==> config.mk <==
export PLATFORM = sky130hd
export DESIGN_NAME = gray_ptr_sync_flat
export DESIGN_NICKNAME = d
export VERILOG_FILES = /design/src/rtl/gray_ptr_sync_if.sv /design/src/rtl/gray_ptr_sync.sv /design/src/flat_wrapper.sv
export SDC_FILE = /design/constraint.sdc
export NUM_CORES = 1
export LEC_CHECK = 0
export CAP_MARGIN = 5
export CORE_UTILIZATION = 52
export CTS_BUF_LIST = sky130_fd_sc_hd__clkbuf_2 sky130_fd_sc_hd__clkbuf_4 sky130_fd_sc_hd__clkbuf_8
export CTS_CLUSTER_DIAMETER = 40
export CTS_CLUSTER_SIZE = 28
export DETAILED_ROUTE_END_ITERATION = 7
export PLACE_DENSITY = 0.85
export SLEW_MARGIN = 20
export SYNTH_ARGS = -nofsm -noshare
export SYNTH_HDL_FRONTEND = slang
export SYNTH_SLANG_ARGS = --single-unit
==> constraint.sdc <==
create_clock -name clk_i -period 5.7 [get_ports clk_i]
set_input_delay 0.855 -clock clk_i [delete_from_list [all_inputs] [get_ports clk_i]]
set_output_delay 0.855 -clock clk_i [all_outputs]
set_load 0.02 [all_outputs]
==> src/rtl/gray_ptr_sync_if.sv <==
// Bundle for one gray pointer crossing: foreign gray word in, decoded binary/step/error status out.
// The driving side takes the master view; the synchroniser takes the slave view.
interface gray_ptr_sync_if #(
  parameter int DATA_WIDTH = 4
);
  logic [DATA_WIDTH-1:0] gray_data_i;
  logic                  clr_err_i;
  logic [DATA_WIDTH-1:0] gray_sync_o;
  logic [DATA_WIDTH-1:0] bin_data_o;
  logic                  update_o;
  logic [DATA_WIDTH-1:0] delta_o;
  logic                  err_o;
  logic                  err_sticky_o;

  modport master (
    output gray_data_i, clr_err_i,
    input  gray_sync_o, bin_data_o, update_o, delta_o, err_o, err_sticky_o
  );

  modport slave (
    input  gray_data_i, clr_err_i,
    output gray_sync_o, bin_data_o, update_o, delta_o, err_o, err_sticky_o
  );
endinterface

==> src/rtl/gray_ptr_sync.sv <==
// Resynchronises a foreign gray word and decodes it to binary with update/step/error flags.
// Latency SYNC_STAGES+1 edges from input to outputs; no backpressure, a new sample every cycle.
module gray_ptr_sync #(
  parameter int DATA_WIDTH  = 4,
  parameter int SYNC_STAGES = 2
) (
  input  logic              clk_i,
  input  logic              rst_i,
  gray_ptr_sync_if.slave    bus
);

  logic [DATA_WIDTH-1:0] sync_q [SYNC_STAGES];
  logic [DATA_WIDTH-1:0] sync_d [SYNC_STAGES];
  logic [DATA_WIDTH-1:0] gray_q, gray_d;
  logic [DATA_WIDTH-1:0] bin_q, bin_d;
  logic                  update_q, update_d;
  logic [DATA_WIDTH-1:0] delta_q, delta_d;
  logic                  err_q, err_d;
  logic                  sticky_q, sticky_d;
  logic [DATA_WIDTH-1:0] gray_s;
  logic [DATA_WIDTH-1:0] diff;

  function automatic logic [DATA_WIDTH-1:0] g2b(input logic [DATA_WIDTH-1:0] g);
    logic [DATA_WIDTH-1:0] b;
    b[DATA_WIDTH-1] = g[DATA_WIDTH-1];
    for (int i = DATA_WIDTH - 2; i >= 0; i--) begin
      b[i] = b[i+1] ^ g[i];
    end
    return b;
  endfunction

  assign gray_s = sync_q[SYNC_STAGES-1];

  always_comb begin
    sync_d[0] = bus.gray_data_i;
    for (int k = 1; k < SYNC_STAGES; k++) begin
      sync_d[k] = sync_q[k-1];
    end
    gray_d   = gray_s;
    bin_d    = g2b(gray_s);
    diff     = gray_s ^ gray_q;
    update_d = (diff != '0);
    delta_d  = update_d ? (bin_d - bin_q) : '0;
    // Clearing the lowest set bit leaves something only if two or more bits differ.
    err_d    = ((diff & (diff - DATA_WIDTH'(1))) != '0);
    sticky_d = err_d | (sticky_q & ~bus.clr_err_i);
  end

  always_ff @(posedge clk_i or posedge rst_i) begin
    if (rst_i) begin
      for (int k = 0; k < SYNC_STAGES; k++) begin
        sync_q[k] <= '0;
      end
      gray_q   <= '0;
      bin_q    <= '0;
      update_q <= 1'b0;
      delta_q  <= '0;
      err_q    <= 1'b0;
      sticky_q <= 1'b0;
    end else begin
      for (int k = 0; k < SYNC_STAGES; k++) begin
        sync_q[k] <= sync_d[k];
      end
      gray_q   <= gray_d;
      bin_q    <= bin_d;
      update_q <= update_d;
      delta_q  <= delta_d;
      err_q    <= err_d;
      sticky_q <= sticky_d;
    end
  end

  assign bus.gray_sync_o  = gray_q;
  assign bus.bin_data_o   = bin_q;
  assign bus.update_o     = update_q;
  assign bus.delta_o      = delta_q;
  assign bus.err_o        = err_q;
  assign bus.err_sticky_o = sticky_q;

endmodule

==> src/flat_wrapper.sv <==
// flat-port wrapper written by rule: the top's interface ports become plain ports
module gray_ptr_sync_flat 
#(
  parameter int DATA_WIDTH  = 4,
  parameter int SYNC_STAGES = 2
)
  (clk_i, rst_i, bus_gray_data_i, bus_clr_err_i, bus_gray_sync_o, bus_bin_data_o, bus_update_o, bus_delta_o, bus_err_o, bus_err_sticky_o);
  gray_ptr_sync_if #(.DATA_WIDTH(DATA_WIDTH)) bus_i ();
  input  logic clk_i;
  input  logic rst_i;
  input wire logic [$bits(bus_i.gray_data_i)-1:0] bus_gray_data_i;
  input wire logic [$bits(bus_i.clr_err_i)-1:0] bus_clr_err_i;
  output wire logic [$bits(bus_i.gray_sync_o)-1:0] bus_gray_sync_o;
  output wire logic [$bits(bus_i.bin_data_o)-1:0] bus_bin_data_o;
  output wire logic [$bits(bus_i.update_o)-1:0] bus_update_o;
  output wire logic [$bits(bus_i.delta_o)-1:0] bus_delta_o;
  output wire logic [$bits(bus_i.err_o)-1:0] bus_err_o;
  output wire logic [$bits(bus_i.err_sticky_o)-1:0] bus_err_sticky_o;
  assign bus_i.gray_data_i = bus_gray_data_i;
  assign bus_i.clr_err_i = bus_clr_err_i;
  assign bus_gray_sync_o = bus_i.gray_sync_o;
  assign bus_bin_data_o = bus_i.bin_data_o;
  assign bus_update_o = bus_i.update_o;
  assign bus_delta_o = bus_i.delta_o;
  assign bus_err_o = bus_i.err_o;
  assign bus_err_sticky_o = bus_i.err_sticky_o;
  gray_ptr_sync #(.DATA_WIDTH(DATA_WIDTH), .SYNC_STAGES(SYNC_STAGES)) u_core (.clk_i(clk_i), .rst_i(rst_i), .bus(bus_i));
endmodule
# After elaboration in Yosys (flattened, before gate mapping)
# Cells that the tools add are included.
# Widths: inputs -> output; s select.
[word_totals]
output_inout_bits = 15
latchBits = 0
elab_cells = 21
ff_bits = 23
mem_bits_ro = 0
mem_count = 0
mem_bits_rw = 0
[op_classes]
n_reduce_logical = 2
addsub = 2
div = 0
order_cmp = 0
eq_ne = 0
muxes = 1
bitwise_logic = 8
n_mul = 0
shifts = 0
[op_table]
columns = ["op", "count"]
rows = [
  ["$reduce_bool 4->1", 2],
  ["$and 4x4->4", 1],
  ["$mux 4", 1],
  ["$sub 4x1->4 const B", 1],
  ["$sub 4x4->4", 1],
  ["$xor 4x4->4", 1],
  ["$xor 1x1->1", 3],
  ["$and 1x1->1", 1],
  ["$not 1->1", 1],
  ["$or 1x1->1", 1],
]

# Depth between registers and ports, before layout
# Gate-level depths: netlist of run 1.
[logic_depth]
ltp_word = 5
mapped_depth = 7
depth_no_buf = 7

# Least setup slack after synthesis of run 1
# No wires, ideal clock.
[synth_timing]
path_type = "register to register"
start = "reg u_core.sync_q (netlist bit u_core.gray_d[2])"
end = "reg u_core.delta_q[2], in the netlist u_core.bus.delta_o[2]"
n_path_buf = 0
t_required_ps = 5566
path_stages_with_launch = 8
setup_ps = 134
t_arrival_ps = 1734
slack_ps = 3832
cell_sequence = "dfrtp_1 -> xor2_2 -> xnor2_2 -> xor2_1 -> ha_1 -> fa_1 -> xor2_1 -> nor2_1"
[synth_between]
elab_chain_len = 5
elab_cells_between_ends = 7
classes_between = "1 x add/sub; 1 x mux; 4 x bitwise; 1 x reduce/logical"
[synth_rtl]
columns = ["item", "line_no", "rtl"]
rows = [
  ["start: declaration", "gray_ptr_sync.sv:12", "logic [DATA_WIDTH-1:0] sync_q [SYNC_STAGES];"],
  ["start signal: indexed assignment", "gray_ptr_sync.sv:62", "sync_q[k] <= sync_d[k];"],
  ["$xor 1x1->1 *", "gray_ptr_sync.sv:27", "b[i] = b[i+1] ^ g[i];"],
  ["named net u_core.bin_d[2]", "gray_ptr_sync.sv:15", "logic [DATA_WIDTH-1:0] bin_q, bin_d;"],
  ["$xor 1x1->1 (2 in a row)", "gray_ptr_sync.sv:27", ""],
  ["$sub 4x4->4 *", "gray_ptr_sync.sv:43", "delta_d = update_d ? (bin_d - bin_q) : '0;"],
  ["$mux 4 *", "gray_ptr_sync.sv:43", ""],
  ["named net u_core.delta_d[2]", "gray_ptr_sync.sv:17", "logic [DATA_WIDTH-1:0] delta_q, delta_d;"],
  ["end signal: assignment", "gray_ptr_sync.sv:67", "delta_q <= delta_d;"],
  ["end: declaration", "gray_ptr_sync.sv:17", ""],
]
# The timed path passes the listed nets; every way through them passes the cells marked *.

==> impl_metrics.yaml, run 1 <==
run_status:
  status: "completed"
setup_path:
  worstPathMaxFanout: 4
  r2r_cells: 7
  critPathLaunch: "u_core.bus.bin_data_o[3]$_DFF_PP0_"
  rr_endpoint: "u_core.bus.delta_o[2]$_DFF_PP0_"
  reg2reg_from: "u_core.gray_d[2]$_DFF_PP0_"
  critPathSlowestCell: "clkdlybuf4s50_1"
  crit_path_end_kind: "output port"
  crit_arrival_ns: 1.38
  cp.required_ns: 4.85
  worst-path-buf-inv: 1
  crit_chain: "clkdlybuf4s50_1"
  max_stage_delay_ns: 0.63
  setup.worst_path.end: "bus_gray_sync_o[3]"
  cp-start-kind: "register"
  crit_cells: 1
  ff2ff_setup_slack_ns: 3.64
  cp_top_family: "buffers and inverters"
  crit_type: "reg -> out"
timing:
  fin_crit_ns: 2.23
  slew_viol_final: 0
  finClkSkew_ns: 0.0149
  maxSlewHeadroom_pct: 47.7
  tightest_slew_ns: 0.783
  fin_crit_sh_pct: 39.2
  hold_viol: 0
  setup_viol: 0
  fmax_ghz: 0.448
  fin_tns_setup_ns: 0
  grt_setup_unrepaired: "no"
  fin_ws_ns: 3.47
route:
  vias: 482
  via_per_inst: 4.97
  first_pass_iters: 4
  drc: 0
  post_drt_wl_per_cell_um: 12.1
  postRouteAntennaNets: 0
  wirelength_um: 1170
  drtIter0Drc: 3
die:
  core-area_sq_um: 1490
  std_cell_rows: 14
  start_util_pct: 55.5
  die_w_um: 41.9
  die_h_um: 41.9
  ios: 22
  die-area_sq_um: 1750
logic_synthesis:
  yosysMostFrequentCell: "dfrtp_1"
  synthTopCellsByArea: "dfrtp_1 (67%), xor2_1 (6.4%), ha_1 (4.5%), inv_1 (2.7%), fa_1 (2.4%)"
  synth_nets: 68
  postSynth.asyncResetShare_pct: 100
  synthFlopType: "dfrtp_1"
  syn_inst: 57
  yosys-top-cells-count: "dfrtp_1 (22), inv_1 (6), xor2_1 (6)"
  netlist.area_leader.share_pct: 66.7
  synth_edf_count: 0
  synth_warnings: 0
  yosysUniqueCellTypes: 18
  ys_seq_elements: 22
  yosys.area.top_type: "dfrtp_1"
  yosysSeqAreaShare_pct: 66.7
  postSynthAreaPerCell_sq_um: 14.5
  synth.cell_area_sq_um: 826
clock_network:
  cts_tree: "done"
  clockBufferDepth: 2
  clk_latency_ns: 0.31
  cts_setup_buffers: 0
  cts_sinks: 22
  numCtsBuffers: 3
  cts_hold_buffers: 0
  clock-root-buffer: "clkbuf_4"
  h-tree-depth: 1
  clk_pin_slew_ns: 0.13
  post_cts_resize_count: 0
power:
  irDropWorstVdd_uv: 256
  power_leakage_nw: 0.495
  p_per_area_nw_per_um2: 377
cells_and_area:
  nNetsFinal: 93
  drive_gt1_share_pct: 8.64
  num_antenna_cells: 0
  multiInputGateArea_sq_um: 245
  regArea_sq_um: 551
  utilization_pct: 73.9
  nFillCells: 92
  area_growth_pct: 33.3
global_route:
  antenna_found_initial: 0
  grt_use_total_pct: 16.4
  grt_pass1_vias: 489
  grt_max_degree: 23
  grt_pass1_wl_um: 2100
  grt_overflow: 0
job:
  cap_violations: 0
place:
  gp_congestion: 0.671
  dp_hpwl_um: 860
  dp_slack_ns: 3.67
  io_buffers: 21
hold_path:
  min_path_type: "reg -> reg"
[per-stage QoR]
step	instance area [sq um]	cells	total power (W)	hold WS [ns]
after floorplan	826	57	0.000252	0.331
after global placement	1050	93	0.000298	0.333
after detailed placement	1050	93	0.000301	0.339
after CTS	1100	97	0.000420	0.369
after global routing	1100	97	0.000435	0.371
final	1100	97	0.000415	0.365
[placed cells by master (no fill, tap or decap)]
master	count
ha_1	3
clkdlybuf4s50_1	21
xnor2_2	1
nand3_1	1
xor2_1	6
xor2_2	1
mux2i_1	1
nor2_1	3
clkbuf_4	3
o31ai_1	2
nand2_1	2
xnor2_1	2
inv_1	6
dfrtp_1	22
fa_1	1
nor4_2	1
a21oi_1	1
o2111ai_1	1
o21ai_0	2
bufinv_16	1
[area by class of cell]
cell class,count,share of cell area [%]
Timing Repair Buffer,21,19.1
Clock inverter,1,2.73
Clock buffer,3,2.05
Inverter,6,2.05
Sequential cell,22,50.0
Tap cell,16,1.82
Multi-Input combinational cell,28,22.3
[layer usage]
metal / global-route usage (%) / part of all wire, % / vias up
li1: - / - / 230
met1: 20.0 / 44 / 228
met2: 26.3 / 49 / 22
met3: 2.61 / 5.1 / 2
met4: 11.6 / 1.6 / 0
met5: 0 / 0 / -
[state kept, by name (all words and copies together) (netlist names)]
| name | count |
|---|---|
| u_core.bus.update_o | 1 |
| u_core.bus.gray_sync_o | 3 |
| u_core.bus.bin_data_o | 4 |
| u_core.bus.err_sticky_o | 1 |
| u_core.sync_d | 4 |
| u_core.gray_d | 4 |
| u_core.bus.err_o | 1 |
| u_core.bus.delta_o | 4 |
[power by group]
part / internal, W / total, W / switching (W)
Clock: 0.0000711 / 0.000118 / 0.0000469
Combinational: 0.0000538 / 0.000110 / 0.0000566
Sequential: 0.000177 / 0.000187 / 0.00000976
[how the worst min path moves through the flow]
stage                               startpoint                         end  slack, ns  cells past startpoint
finish              u_core.sync_d[1]$_DFF_PP0_  u_core.gray_d[1]$_DFF_PP0_       0.36                      0
global route        u_core.sync_d[1]$_DFF_PP0_  u_core.gray_d[1]$_DFF_PP0_       0.37                      0
CTS                 u_core.sync_d[1]$_DFF_PP0_  u_core.gray_d[1]$_DFF_PP0_       0.37                      0
detailed placement  u_core.sync_d[2]$_DFF_PP0_  u_core.gray_d[2]$_DFF_PP0_       0.34                      0
global placement    u_core.sync_d[0]$_DFF_PP0_  u_core.gray_d[0]$_DFF_PP0_       0.33                      0
floorplan           u_core.sync_d[0]$_DFF_PP0_  u_core.gray_d[0]$_DFF_PP0_       0.33                      0
[cells by family after synthesis]
family,share of synthesized area (%)
adder cells (fa/ha/maj),6.97
flip-flops,66.7
buffers and inverters,3.64
AND/OR/NAND/NOR,4.39
AO/OA/AOI/OAI,4.70
multiplexers,1.21
XOR/XNOR,12.4
No activity file was read; power rests on OpenSTA's default activity.
==> run 2, diff against run 1 <==
- CORE_UTILIZATION: 52 -> 48
- PLACE_DENSITY: 0.85 -> 0.79
- clock period: 5.7 -> 2.2 ns (I/O delays scaled with it)
==> impl_metrics.yaml, run 2 (synthesis results as in run 1) <==
clock_network:
  h-tree-depth: 1
  numCtsBuffers: 3
  clk_latency_ns: 0.30
  cts_hold_buffers: 0
  clockBufferDepth: 2
  clock-root-buffer: "clkbuf_4"
  cts_tree: "done"
  clk_pin_slew_ns: 0.11
  post_cts_resize_count: 0
  cts_sinks: 22
  cts_setup_buffers: 0
global_route:
  grt_pass1_vias: 491
  grt_max_degree: 23
  grt_overflow: 0
  grt_pass1_wl_um: 1990
  grt_use_total_pct: 15.1
  antenna_found_initial: 0
die:
  die-area_sq_um: 1890
  std_cell_rows: 14
  core-area_sq_um: 1560
  ios: 22
  die_w_um: 43.5
  start_util_pct: 53.0
  die_h_um: 43.5
cells_and_area:
  layout_common_cells: "dfrtp_1 (22), clkdlybuf4s50_1 (21), xor2_1 (6), inv_1 (6)"
  mostFrequentLayoutCell: "dfrtp_1"
  drive_gt1_share_pct: 9.76
  nNetsFinal: 94
  finalNonFillerCells: 98
  num_antenna_cells: 0
  area_growth_pct: 32.3
hold_path:
  min_path_type: "in -> async"
route:
  postRouteAntennaNets: 0
  vias: 485
  first_pass_iters: 1
  post_drt_wl_per_cell_um: 11.5
  wirelength_um: 1130
  drtIter0Drc: 0
  via_per_inst: 4.95
  drc: 0
timing:
  fin_tns_setup_ns: 0
  hold_viol: 0
  fin_crit_ns: 1.99
  fin_crit_sh_pct: 90.4
  slew_viol_final: 0
  fmax_ghz: 0.503
  finClkSkew_ns: 0.00185
  hold_slack_ns: 0.342
  setup_viol: 0
  grt_setup_unrepaired: "no"
  tightest_slew_ns: 0.422
  maxSlewHeadroom_pct: 71.7
  fin_ws_ns: 0.211
run_status:
  status: "completed"
setup_path:
  max_stage_delay_ns: 0.45
  reg2reg_from: "u_core.gray_d[2]$_DFF_PP0_"
  cpMostUsedCell: "xor2_1"
  ff2ff_setup_slack_ns: 0.21
  cp_top_family: "XOR/XNOR gates"
  worstPathMaxFanout: 4
  r2r_cells: 7
  crit_type: "reg -> reg"
  crit_cells: 7
  crit_path_end_kind: "register"
  cp-start-kind: "register"
  rr_endpoint: "u_core.bus.delta_o[2]$_DFF_PP0_"
  critPathSlowestCell: "dfrtp_1"
  setup.worst_path.end: "u_core.bus.delta_o[2]$_DFF_PP0_"
  worst-path-buf-inv: 0
  cp.required_ns: 2.38
  crit_arrival_ns: 2.17
  critPathLaunch: "u_core.gray_d[2]$_DFF_PP0_"
  crit_chain: "xor2_2 > xnor2_2 > xor2_1 > ha_1 > fa_1 > xor2_1 > nor2_1"
power:
  irDropWorstVdd_uv: 533
  power_leakage_nw: 0.493
  p_per_area_nw_per_um2: 902
  power_w: 0.000985
job:
  cap_violations: 0
place:
  dp_slack_ns: 0.207
  gp_congestion: 0.744
  dp_hpwl_um: 909
  io_buffers: 21
  dp_cells: 94
[run 2: per-layer routing]
metal  track usage [%]  wire, um
met1              15.3       456
met4              9.38        19
met5                 0         0
met3              5.00        45
met2              26.7       610
[run 2: worst min-delay path: cells and delay by family]
| family | cells | cell delay (ns) |
|---|---|---|
| buffers and inverters | 3 | 0.70 |
[run 2: worst min-delay path by stage]
stage                                                endpoint                        from  slack, ns
final                     u_core.bus.gray_sync_o[0]$_DFF_PP0_                       rst_i       0.34
after global routing               u_core.gray_d[3]$_DFF_PP0_  u_core.sync_d[3]$_DFF_PP0_       0.38
after CTS                          u_core.gray_d[3]$_DFF_PP0_                       rst_i       0.34
after detailed placement           u_core.gray_d[1]$_DFF_PP0_  u_core.sync_d[1]$_DFF_PP0_       0.34
after global placement             u_core.gray_d[0]$_DFF_PP0_  u_core.sync_d[0]$_DFF_PP0_       0.33
after floorplan            u_core.bus.bin_data_o[0]$_DFF_PP0_                       rst_i       0.32
[run 2: stage by stage]
stage / instance area [sq um] / util (%)
after floorplan: 826 / -
after global placement: 1060 / 67.7
after detailed placement: 1060 / 67.7
after CTS: 1090 / 70.1
after global routing: 1090 / 70.1
final: 1090 / 70.1
[run 2: cell type report]
class	instances	area [sq um]
inverter	6	22.5
clock buffer	4	36.3
sequential	22	551
tap	16	20.0
multi-input combinational	28	245
timing repair buffer	22	218
fill	114	467
[run 2: where the power goes]
group          internal, W  switching [W]  leakage, nW
clock network     0.000101       0.000113       0.0210
logic             0.000141       0.000147        0.221
registers         0.000458      0.0000245        0.251
total             0.000700       0.000285        0.493
